<file path="config.mk">
export PLATFORM = sky130hd
export DESIGN_NAME = seq_div32
export DESIGN_NICKNAME = d
export VERILOG_FILES = /design/src/rtl/div_pkg.sv /design/src/rtl/div_step.sv /design/src/rtl/seq_div32.sv
export SDC_FILE = /design/constraint.sdc
export NUM_CORES = 1
export LEC_CHECK = 0
export BUFFER_PORTS_ARGS = -buffer_cell sky130_fd_sc_hd__buf_2
export CAP_MARGIN = 20
export CORE_MARGIN = 1
export CORE_UTILIZATION = 45
export CTS_CLUSTER_DIAMETER = 150
export CTS_CLUSTER_SIZE = 8
export DETAILED_ROUTE_END_ITERATION = 10
export GPL_TIMING_DRIVEN = 0
export PLACE_DENSITY = 0.66
export SLEW_MARGIN = 20
export SYNTH_ARGS = -nofsm -noshare
export SYNTH_HDL_FRONTEND = slang
export SYNTH_HIERARCHICAL = 1
export SYNTH_SLANG_ARGS = --single-unit
</file>
<file path="constraint.sdc">
create_clock -name clk -period 2.53 [get_ports clk]
set_input_delay 0.506 -clock clk [delete_from_list [all_inputs] [get_ports clk]]
set_output_delay 0.506 -clock clk [all_outputs]
set_load 0.02 [all_outputs]
</file>
<file path="src/rtl/div_pkg.sv">
// Shared definitions for the sequential divider: FSM encoding, default width, counter sizing.
package div_pkg;

  localparam int DIV_WIDTH = 32;

  typedef enum logic [1:0] {
    ST_IDLE = 2'd0,
    ST_CALC = 2'd1,
    ST_DONE = 2'd2
  } state_e;

  function automatic int clog2(input int v);
    int r;
    r = 0;
    while ((1 << r) < v) r++;
    return r;
  endfunction

endpackage

</file>
<file path="src/rtl/div_step.sv">
// One restoring-division step: shift the next dividend bit into the partial remainder,
// subtract the divisor when it fits. Purely combinational.
module div_step #(
  parameter int WIDTH = 32
) (
  input  logic [WIDTH:0]   r,
  input  logic             q_msb,
  input  logic [WIDTH-1:0] divisor,
  output logic [WIDTH:0]   r_next,
  output logic             q_bit
);

  logic [WIDTH:0] sh;
  logic [WIDTH:0] dv;
  logic           unused_r_msb;

  // The partial remainder is always below the divisor, so its top bit is zero here.
  assign sh           = {r[WIDTH-1:0], q_msb};
  assign dv           = {1'b0, divisor};
  assign q_bit        = (sh >= dv);
  assign r_next       = q_bit ? (sh - dv) : sh;
  assign unused_r_msb = r[WIDTH];

endmodule

</file>
<file path="src/rtl/seq_div32.sv">
// Sequential restoring divider, one quotient bit per cycle, valid/ready on both sides.
// Define DIV_SIGNED_EN to honour in_signed (two's-complement, truncating) operations.
module seq_div32
  import div_pkg::*;
#(
  parameter int WIDTH = DIV_WIDTH
) (
  input  logic             clk,
  input  logic             rst_n,
  input  logic             in_valid,
  output logic             in_ready,
  input  logic [WIDTH-1:0] dividend,
  input  logic [WIDTH-1:0] divisor,
  input  logic             in_signed,
  output logic             out_valid,
  input  logic             out_ready,
  output logic [WIDTH-1:0] quotient,
  output logic [WIDTH-1:0] remainder,
  output logic             div_by_zero
);

  localparam int CW = (clog2(WIDTH) < 1) ? 1 : clog2(WIDTH);

  state_e           state_q, state_d;
  logic [CW-1:0]    cnt_q, cnt_d;
  logic [WIDTH:0]   r_q, r_d;
  logic [WIDTH-1:0] dq_q, dq_d;
  logic [WIDTH-1:0] dvs_q, dvs_d;
  logic [WIDTH-1:0] quo_q, quo_d;
  logic [WIDTH-1:0] rem_q, rem_d;
  logic             dbz_q, dbz_d;

  logic [WIDTH:0]   r_next;
  logic             q_bit;
  logic [WIDTH-1:0] q_raw;
  logic [WIDTH-1:0] dvd_mag, dvs_mag, q_fin, r_fin;

  div_step #(.WIDTH(WIDTH)) u_step (
    .r      (r_q),
    .q_msb  (dq_q[WIDTH-1]),
    .divisor(dvs_q),
    .r_next (r_next),
    .q_bit  (q_bit)
  );

  // Dividend bits shift out of the top while quotient bits shift in at the bottom.
  assign q_raw = {dq_q[WIDTH-2:0], q_bit};

`ifdef DIV_SIGNED_EN
  logic neg_q_q, neg_q_d, neg_r_q, neg_r_d;
  logic dvd_neg, dvs_neg;

  always_comb begin
    dvd_neg = in_signed & dividend[WIDTH-1];
    dvs_neg = in_signed & divisor[WIDTH-1];
    dvd_mag = dvd_neg ? -dividend : dividend;
    dvs_mag = dvs_neg ? -divisor : divisor;
    neg_q_d = neg_q_q;
    neg_r_d = neg_r_q;
    if (state_q == ST_IDLE && in_valid) begin
      neg_q_d = dvd_neg ^ dvs_neg;
      neg_r_d = dvd_neg;
    end
    q_fin = neg_q_q ? -q_raw : q_raw;
    r_fin = neg_r_q ? -r_next[WIDTH-1:0] : r_next[WIDTH-1:0];
  end

  always_ff @(posedge clk or negedge rst_n) begin
    if (!rst_n) begin
      neg_q_q <= 1'b0;
      neg_r_q <= 1'b0;
    end else begin
      neg_q_q <= neg_q_d;
      neg_r_q <= neg_r_d;
    end
  end
`else
  logic unused_in_signed;
  assign unused_in_signed = in_signed;
  assign dvd_mag          = dividend;
  assign dvs_mag          = divisor;
  assign q_fin            = q_raw;
  assign r_fin            = r_next[WIDTH-1:0];
`endif

  always_comb begin
    state_d = state_q;
    cnt_d   = cnt_q;
    r_d     = r_q;
    dq_d    = dq_q;
    dvs_d   = dvs_q;
    quo_d   = quo_q;
    rem_d   = rem_q;
    dbz_d   = dbz_q;
    case (state_q)
      ST_IDLE: begin
        if (in_valid) begin
          dbz_d = (divisor == '0);
          if (divisor == '0) begin
            quo_d   = '1;
            rem_d   = dividend;
            state_d = ST_DONE;
          end else begin
            cnt_d   = CW'(WIDTH - 1);
            r_d     = '0;
            dq_d    = dvd_mag;
            dvs_d   = dvs_mag;
            state_d = ST_CALC;
          end
        end
      end
      ST_CALC: begin
        r_d   = r_next;
        dq_d  = q_raw;
        cnt_d = cnt_q - CW'(1);
        // Last step: results (with any sign fix) land directly in the output registers.
        if (cnt_q == '0) begin
          cnt_d   = '0;
          quo_d   = q_fin;
          rem_d   = r_fin;
          state_d = ST_DONE;
        end
      end
      ST_DONE: begin
        if (out_ready) state_d = ST_IDLE;
      end
      default: state_d = ST_IDLE;
    endcase
  end

  always_ff @(posedge clk or negedge rst_n) begin
    if (!rst_n) begin
      state_q <= ST_IDLE;
      cnt_q   <= '0;
      r_q     <= '0;
      dq_q    <= '0;
      dvs_q   <= '0;
      quo_q   <= '0;
      rem_q   <= '0;
      dbz_q   <= 1'b0;
    end else begin
      state_q <= state_d;
      cnt_q   <= cnt_d;
      r_q     <= r_d;
      dq_q    <= dq_d;
      dvs_q   <= dvs_d;
      quo_q   <= quo_d;
      rem_q   <= rem_d;
      dbz_q   <= dbz_d;
    end
  end

  assign in_ready    = (state_q == ST_IDLE);
  assign out_valid   = (state_q == ST_DONE);
  assign quotient    = quo_q;
  assign remainder   = rem_q;
  assign div_by_zero = dbz_q;

endmodule

</file>
== Yosys cells after proc, flatten, opt, wreduce, memory -nomap -nowiden ==
Index checks and enable logic that the tools add are counted.

* Equality and inequality tests: 7
* Add/subtract/negate cells: 2
* Bitwise logic cells: 1
* Reductions and logical operators: 9
* Multiplexer cells: 24
* $lt $le $gt $ge: 1

{| class="wikitable"
|+ Operators with widths
! kind !! number
|-
| 2-to-1 mux 32 bit || 11
|-
| one-hot mux 32 bit (2 select lines) || 4
|-
| >= comparator 33 x 32 -> 1 bit || 1
|-
| zero test 32 bit || 1
|-
| subtractor 32 bit || 1
|-
| 2-to-1 mux 5 bit || 3
|-
| one-hot mux 5 bit (2 select lines) || 1
|-
| AND reduction 3 bit || 3
|-
| 2-to-1 mux 2 bit || 4
|-
| != test 2 bit, second input constant || 3
|-
| one-hot mux 2 bit (3 select lines) || 1
|-
| zero test 5 bit || 1
|-
| subtractor 5 x 1 -> 5 bit, second input constant || 1
|-
| != test 2 x 1 -> 1 bit, second input constant || 2
|-
| AND reduction 4 bit || 1
|-
| == test 2 x 1 -> 1 bit, second input constant || 1
|-
| == test 2 bit, second input constant || 1
|-
| zero test 2 bit || 1
|-
| AND reduction 2 bit || 1
|-
| nonzero test 2 bit || 1
|-
| NOT 1 bit || 1
|}

* Logic and storage cells: 52
* Register bits after elaboration: 168
* Output and inout port bits: 67
* Input port bits: 69

== Logic depth before layout (Yosys ltp) ==
Gate-level depths: netlist (run 1).

* Word-level depth: 4
* Gate-level depth with buffers: 14
* Gate-level depth less buffers: 14

== Hierarchy ==
The synthesis (run 1) kept the hierarchy.

{| class="wikitable"
|+ Modules (own cells, without submodules)
! module !! cells each !! area each (µm²) !! seq. area each (µm²) !! times used
|-
| seq_div32 || 551 || 6784.0 || 4229.1 || 1
|-
| div_step || 365 || 2412.3 || 0.0 || 1
|}

== Least setup slack after synthesis (run 1) ==
Ideal clock, no wire load.

* Path type: register to register
* From: reg dq_q[31]
* To: reg r_q[28]
* Stages on the path, launching flop included: 14
* Period minus slack after synthesis: 2756 ps
* Library setup time: 121 ps
* Buffers on the path: 0
* Arrival time: 2635 ps
* Path slack: -226 ps
* Data required time: 2409 ps
* Cells stage by stage: dfrtp_1 > inv_1 > ha_1 > fa_1 > and2b_1 > o21bai_4 > a211oi_2 > o31ai_2 > a21oi_2 > a21oi_2 > o31ai_2 > xnor2_1 > mux2_4 > a22o_1

* Word-level cells in the longest chain between the ends: 3
* Elaborated cells between the ends (all ways): 4
* Those cells by class: add/sub (1); order compare (1); mux (2)

{| class="wikitable"
|+ RTL lines
! what !! line !! RTL
|-
| start: declaration || seq_div32.sv:27 || <nowiki>logic [WIDTH-1:0] dq_q, dq_d;</nowiki>
|-
| start signal: assignment || seq_div32.sv:145 || <nowiki>dq_q <= dq_d;</nowiki>
|-
| subtractor 32 bit or >= comparator 33 x 32 -> 1 bit (tied branches) || div_step.sv:21, div_step.sv:20 ||
|-
| 2-to-1 mux 32 bit * || div_step.sv:21 || <nowiki>assign r_next = q_bit ? (sh - dv) : sh;</nowiki>
|-
| via r_next[28] || seq_div32.sv:33 || <nowiki>logic [WIDTH:0] r_next;</nowiki>
|-
| one-hot mux 32 bit (2 select lines) * || seq_div32.sv:95 || <nowiki>case (state_q)</nowiki>
|-
| end signal: assignment || seq_div32.sv:144 || <nowiki>r_q <= r_d;</nowiki>
|-
| end: declaration || seq_div32.sv:26 || <nowiki>logic [WIDTH:0] r_q, r_d;</nowiki>
|}

The timed path passes the listed nets; every way through them passes the cells marked *.
A chain may end at the register's enable or synchronous reset.

== Final worst setup path (run 1) ==
* From: reg dvs_q[0]
* To: reg r_q[28]

* Word-level cells in the longest chain between the ends: 3
* Elaborated cells between the ends (all ways): 4
* Those cells by class: add/sub (1); order compare (1); mux (2)

{| class="wikitable"
|+ RTL lines
! what !! line !! RTL
|-
| start: declaration || seq_div32.sv:28 || <nowiki>logic [WIDTH-1:0] dvs_q, dvs_d;</nowiki>
|-
| start signal: assignment || seq_div32.sv:146 || <nowiki>dvs_q <= dvs_d;</nowiki>
|-
| subtractor 32 bit or >= comparator 33 x 32 -> 1 bit (tied branches) || div_step.sv:21, div_step.sv:20 ||
|-
| 2-to-1 mux 32 bit * || div_step.sv:21 ||
|-
| via r_next[28] || seq_div32.sv:33 ||
|-
| one-hot mux 32 bit (2 select lines) * || seq_div32.sv:95 ||
|}

Marked as above.

==> summary by stage, run 1 <==
Outcome
The run finished, with violations left. The final reports fail on setup timing.

Drt
The DRC violation total after the first TritonRoute iteration is 507. For this block, the via count after detailed routing is 7811. The first-pass iteration count of the detailed router is 7. The DRC violation count after routing is 0.

After detailed routing, the number of vias per cell comes to 5.68. The sum of routed wire length over all layers is 26.4 mm. The count of nets left with antenna violations once routing finished came out at 0. In the final routed layout, each cell accounts on average for 19.2 um.

Timing
The final-report setup violation count is 66. The top achievable clock speed is 333 MHz. Setup repair after global routing could not meet its margin everywhere. The worst path in the final design needs a cycle of 3000 ps, including I/O delays and setup. The final count of hold timing violations was 0. Measured against its own limit, the worst slew margin works out to 58.0%.

The worst-margin pin slew is 628 ps. The count of final max-slew check failures is 0. The share of the clock period used by the worst path after layout is 119%.

The post-route setup TNS is -21960 ps. In the post-route analysis, the smallest setup slack over all paths is -471 ps. The clock arrives with 8.12 ps of skew.

Setup path
By startpoint and endpoint, the worst setup path is classified as reg2reg. The delay of the slowest critical-path stage is 420 ps. For the worst setup path, the data arrival time is 3320 ps. Walking the worst path, the cells encountered are ha_2 > fa_2 > and2b_2 > o21bai_4 > a211oi_2 > o31ai_2 > a21oi_2 > a21oi_2 > o31ai_2 > xnor2_1 > mux2_4 > a22o_1. The capturing point of the worst reg2reg path is r_q[28].

The top fanout value on the critical path is 3. Tracing the worst setup path back leads to its startpoint at dvs_q[0]. The termination of the worst setup path is r_q[28].

The startpoint of the most critical register-to-register path is dvs_q[0]. STA puts the critical path data required time at 2840 ps. The sort of element at the end of the critical path is a register. The number of cells on the worst reg-to-reg path is 12. The internal reg-to-reg setup slack is -470 ps. The startpoint kind of the worst setup timing path is a register. The critical path's slowest cell is sky130_fd_sc_hd__dfrtp_1.

Finish
The layout has 1631 filler cells. The layout overhead on the synthesized area is 31.8%. The most common cell after layout, fill and taps aside is sky130_fd_sc_hd__dfrtp_1. After the last flow step, the layout net total stands at 1201. Of the cells placed in the final design, the portion with a size suffix greater than 1 is 37.5%. Leaving out fill and tap cells, the most frequent cells in the layout are sky130_fd_sc_hd__dfrtp_1, sky130_fd_sc_hd__buf_2, sky130_fd_sc_hd__nand2_1. 0 antenna diodes ended up in the layout.

Synthesis
The Yosys step of the flow raised 6 warnings. The number of nets in the synthesized netlist is 1009. After synthesis, the mean cell area works out to 10.1 sq um.

The mapped netlist covers 9110 sq um. The number of cells produced by synthesis is 906.

CTS
CTS saw 168 sinks. Counting the buffers created by CTS gives 17. The clock insertion delay at the later pin of the skew report is 430 ps. After clock tree synthesis, the clock-pin slew on the worst setup and hold paths is 70 ps. TritonCTS built the clock tree. The H-tree depth is 4. The maximum buffer depth of the clock tree is 2. The root buffer cell is sky130_fd_sc_hd__clkbuf_16.

GRT
The number of antenna violations at the first check in global routing is 0. The largest net degree at the start of global routing is 96. The via count of the first global-routing pass is 7355. The total grt overflow is 0. The global router's overall resource usage is 25.1%. The first-pass GRT wire length is 39.3 mm.

Die
The floorplan row count is 51. Once the floorplan was initialized, standard cells occupied 46.4% of the core. The die covers 20800 sq um. The floorplan step set the die height to 144 um. The core region is 19700 sq um. The number of ports placed on the die boundary is 136. The chip width is 144 um.

Placed design
The detailed placer's ending HPWL is 18.5 mm. The number of I/O port buffers is 134. Routability-driven placement finished with a final weighted congestion of 0.872.

Hold path
The worst hold path belongs to the class in2async.

Run
Max-cap violations in this run came to 0.
[area by class of cell]
cell class / instances / area, sq um / area share, %
multi-input combinational: 634 / 5150 / 42.9
sequential: 168 / 4210 / 35.1
timing repair buffer: 179 / 1170 / 9.72
clock buffer: 18 / 429 / 3.57
buffer: 54 / 417 / 3.47
tap: 265 / 332 / 2.76
inverter: 44 / 165 / 1.37
clock inverter: 14 / 141 / 1.18
[critical path, delay by kind of cell, from the launching register on]
kind | cells | cell delay, ps
flip-flops | 1 | 420
AND/OR/NAND/NOR | 1 | 250
multiplexers | 1 | 290
AO/OA/AOI/OAI | 7 | 1230
XOR/XNOR | 1 | 130
adder cells (fa/ha/maj) | 2 | 550
[worst min path at each step]
stage                            from     endpoint  slack [ps]  cells past startpoint
after global placement    div_by_zero  div_by_zero         470                      2
after CTS                       rst_n     dvs_q[7]          80                      1
after floorplan                 rst_n     cnt_q[0]         210                      0
final                           rst_n     dvs_q[9]          60                      1
after detailed placement  div_by_zero  div_by_zero         470                      2
after global routing            rst_n     dvs_q[9]          90                      1
[flip-flops by register name, summed over array words and instances, names as in the netlist]
register / cells
div_by_zero: 1
cnt_q: 5
dq_q: 32
state_q: 2
remainder: 32
dvs_q: 32
r_q: 32
quotient: 32
[stage by stage]
stage	cell area (sq um)	utilization (%)	setup slack (ps)	hold WS (ps)	std cells
2_1_floorplan	9180	-	-95.5	210	906
3_3_place_gp	10200	51.8	-1730	466	1305
3_5_place_dp	10200	52.0	-684	470	1306
4_1_cts	11300	57.4	-425	75.3	1356
5_1_grt	12000	61.1	-519	90.4	1376
6_report	12000	61.1	-471	59.6	1376
[layer usage]
layer / wire length [um] / GRT usage, % / vias up
li1: - / - / 3641
met1: 12000 / 35.0 / 3884
met2: 12500 / 40.1 / 251
met3: 1490 / 4.77 / 35
met4: 456 / 5.76 / 0
met5: 0 / 0 / -
[timing repair]
action | 4_1_cts | 5_1_grt
resized for setup | 72 | 114
hold buffers | 0 | 0
gates cloned | 3 | 2
pin swaps | 24 | 29
buffers inserted | 18 | 21
setup endpoints to repair | 66 | 76
endpoints found under the hold margin | 0 | 0
Power of run 1 is not shown: default switching activity piles up to over one toggle a cycle in this logic, so the estimate is an artifact.
==> run 2, diff against run 1 <==
--- a/config.mk
+++ b/config.mk
@@ -12,8 +12,8 @@
 export CTS_CLUSTER_DIAMETER = 150
 export CTS_CLUSTER_SIZE = 8
 export DETAILED_ROUTE_END_ITERATION = 10
-export GPL_TIMING_DRIVEN = 0
 export PLACE_DENSITY = 0.66
+export SETUP_SLACK_MARGIN = 0.2
 export SLEW_MARGIN = 20
 export SYNTH_ARGS = -nofsm -noshare
 export SYNTH_HDL_FRONTEND = slang
==> summary by stage, run 2 (same netlist as run 1, synthesis figures left out) <==
Timing
The post-route setup TNS is -14900 ps (+7060 ps). The top achievable clock speed was 342 MHz (+2.7%). The share of the clock period used by the worst path after layout is 115% (-3.1 points).

The headroom to the max-slew limit is 59.3% (+1.3 points). The final critical-path required period is 2920 ps (-79.6 ps). Setup repair after global routing could not meet its margin everywhere. The count of final max-slew check failures is 0 (unchanged). The worst setup margin came to -392 ps (+79.6 ps). The final count of hold timing violations was 0 (unchanged). The setup clock skew after layout is 11.4 ps (+3.27 ps). The final-report setup violation count was 66 (unchanged).

The post-route worst hold slack is 57.3 ps (-2.27 ps). The worst-margin pin slew was 610 ps (-18.1 ps).

Setup path
The endpoint arrival time on the critical path is 3250 ps (-70 ps). The endpoint required time on the critical path is 2850 ps (about the same). The worst setup path is launched from a register. The top fanout value on the critical path is 3 (unchanged). The critical path class is reg2reg. STA classifies the critical path endpoint as a register.

Drt
The DRC violation total after the first TritonRoute iteration is 537 (+5.9%). The DRC violation count after routing is 0 (unchanged). The first-pass iteration count of the detailed router is 5 (-2).

The overall via count from detail_route is 8220 (+5.2%). The via density per instance is 5.58 (-1.8%). The number of routed nets with antenna violations came to 0 (unchanged). The sum of routed wire length over all layers is 27.5 mm (+4.0%). The routed length per placed instance is 18.7 um (-2.9%).

CTS
The maximum buffer depth of the clock tree came to 2 (unchanged). The clock insertion delay at the later pin of the skew report is 440 ps (about the same). The number of buffers created by CTS is 17 (unchanged).

The clock-pin slew reported for the worst setup and hold paths after clock tree synthesis was 70 ps (about the same). TritonCTS built the clock tree. The number of sinks driven by the clock tree is 168 (unchanged). The root buffer cell is sky130_fd_sc_hd__clkbuf_16. The H-tree depth is 4 (unchanged). The total of hold buffers inserted after clock tree synthesis is 0 (unchanged).

Finish
The layout overhead on the synthesized area is 42.8%. The antenna diode count is 0 (unchanged). The fraction of final layout cells with drive strength greater than 1 is 44.5% (+7.0 points).

In the layout the commonest cells are sky130_fd_sc_hd__dfrtp_1, sky130_fd_sc_hd__buf_4, sky130_fd_sc_hd__buf_2. The most common cell after layout, fill and taps aside is sky130_fd_sc_hd__dfrtp_1. The core utilization of the finished layout came to 66.2% (+5.1 points). The count of filler cells inserted in the layout is 1519 (-6.9%).

The net count reported at finish is 1299 (+8.2%).

Outcome
The checks that failed: setup timing. The flow ran to the end, but the final reports show violations.

GRT
The total grt overflow is 0 (unchanged). The number of antenna violations at the first check in global routing is 0 (unchanged). The largest net degree at the start of global routing came to 60 (-38%). The first-pass GRT wire length is 42.6 mm (+8.5%). The global router's overall resource usage was 26.8% (+1.7 points). The via count of the first global-routing pass was 8107 (+10%).

Die
The number of ports placed on the die boundary is 136 (unchanged). The floorplan row count is 51 (unchanged). The die area is 20800 sq um (unchanged). The core area came to 19700 sq um (unchanged). The chip width is 144 um (unchanged). The vertical die dimension is 144 um (unchanged).

The initial standard-cell utilization of the core came to 46.4% (unchanged).

Placed design
The number of I/O port buffers came to 134 (unchanged). The detailed placer's ending HPWL is 18.7 mm (+0.95%). The global placer's final weighted congestion is 0.935 (+7.3%).

Run
The count of maximum capacitance violations came to 0 (unchanged).

Hold path
In this run the worst hold path is classified as in2async.
==> run 2: cell types whose count changed in the layout (fill, tap and decap cells not counted), sizes merged <==
cell | previous run | this run
inv | 48 | 50
bufinv | 1 | 2
buf | 212 | 331
clkinv | 6 | 4
clkinvlp | 3 | 0
clkbuf | 39 | 20
==> run 2: metrics by stage <==
stage / worst slack [ps] / instances / cell area, sq um
finish: -392 / 1474 / 13000
global route: -492 / 1474 / 13000
CTS: -343 / 1459 / 12600
detailed placement: -498 / 1410 / 11300
global placement: -409 / 1410 / 11300
floorplan: -95.5 / 906 / 9240
==> run 2: worst paths after layout <==
check / startpoint / endpoint / slack (ps) / depth (start not counted)
worst max-delay path: dq_q[31] / r_q[28] / -390 / 13
worst min-delay path: rst_n / dvs_q[5] / 60 / 1
worst max register to register: dq_q[31] / r_q[28] / -390 / 13
worst min register to register: quotient[5] / quotient[5] / 480 / 1
max in group asynchronous: rst_n / r_q[19] / 1780 / 2
min in group clk: dividend[0] / dq_q[0] / 310 / 2
==> run 2: repair_timing <==
item	4_1_cts	5_1_grt
pin swaps	29	24
cloned	3	0
gates resized for setup	114	62
endpoints found under the setup margin	66	66
setup buffers	14	15
endpoints found under the hold margin	0	0
==> run 2: critical path, cell delays in order (launching register included) <==
cell	delay [ps]
sky130_fd_sc_hd__dfrtp_1	360
sky130_fd_sc_hd__inv_1	60
sky130_fd_sc_hd__ha_2	190
sky130_fd_sc_hd__fa_2	350
sky130_fd_sc_hd__and2b_2	260
sky130_fd_sc_hd__o21bai_4	80
sky130_fd_sc_hd__a211oi_4	250
sky130_fd_sc_hd__o31ai_4	110
sky130_fd_sc_hd__a21oi_2	200
sky130_fd_sc_hd__a21oi_2	100
sky130_fd_sc_hd__o31ai_2	230
sky130_fd_sc_hd__xnor2_1	130
sky130_fd_sc_hd__mux2_4	280
sky130_fd_sc_hd__a22o_1	200
==> run 2: layout make-up <==
type,instances,area (sq um),area share [%]
multi-input cells,634,5220,40.1
flip-flops and latches,168,4200,32.3
repair buffers,331,2470,19.0
clock buffers,20,467,3.59
well taps,265,332,2.55
inverters,44,168,1.29
clock inverters,12,155,1.19
==> run 2: per-layer routing <==
layer	GRT usage (%)	part of all wire, %	up-vias
met5	0	0	-
met4	9.20	2.3	0
met3	5.17	4.9	53
met2	44.8	50	246
met1	34.6	43	4093
li1	-	-	3828
Power of run 2 is left out for the same reason.
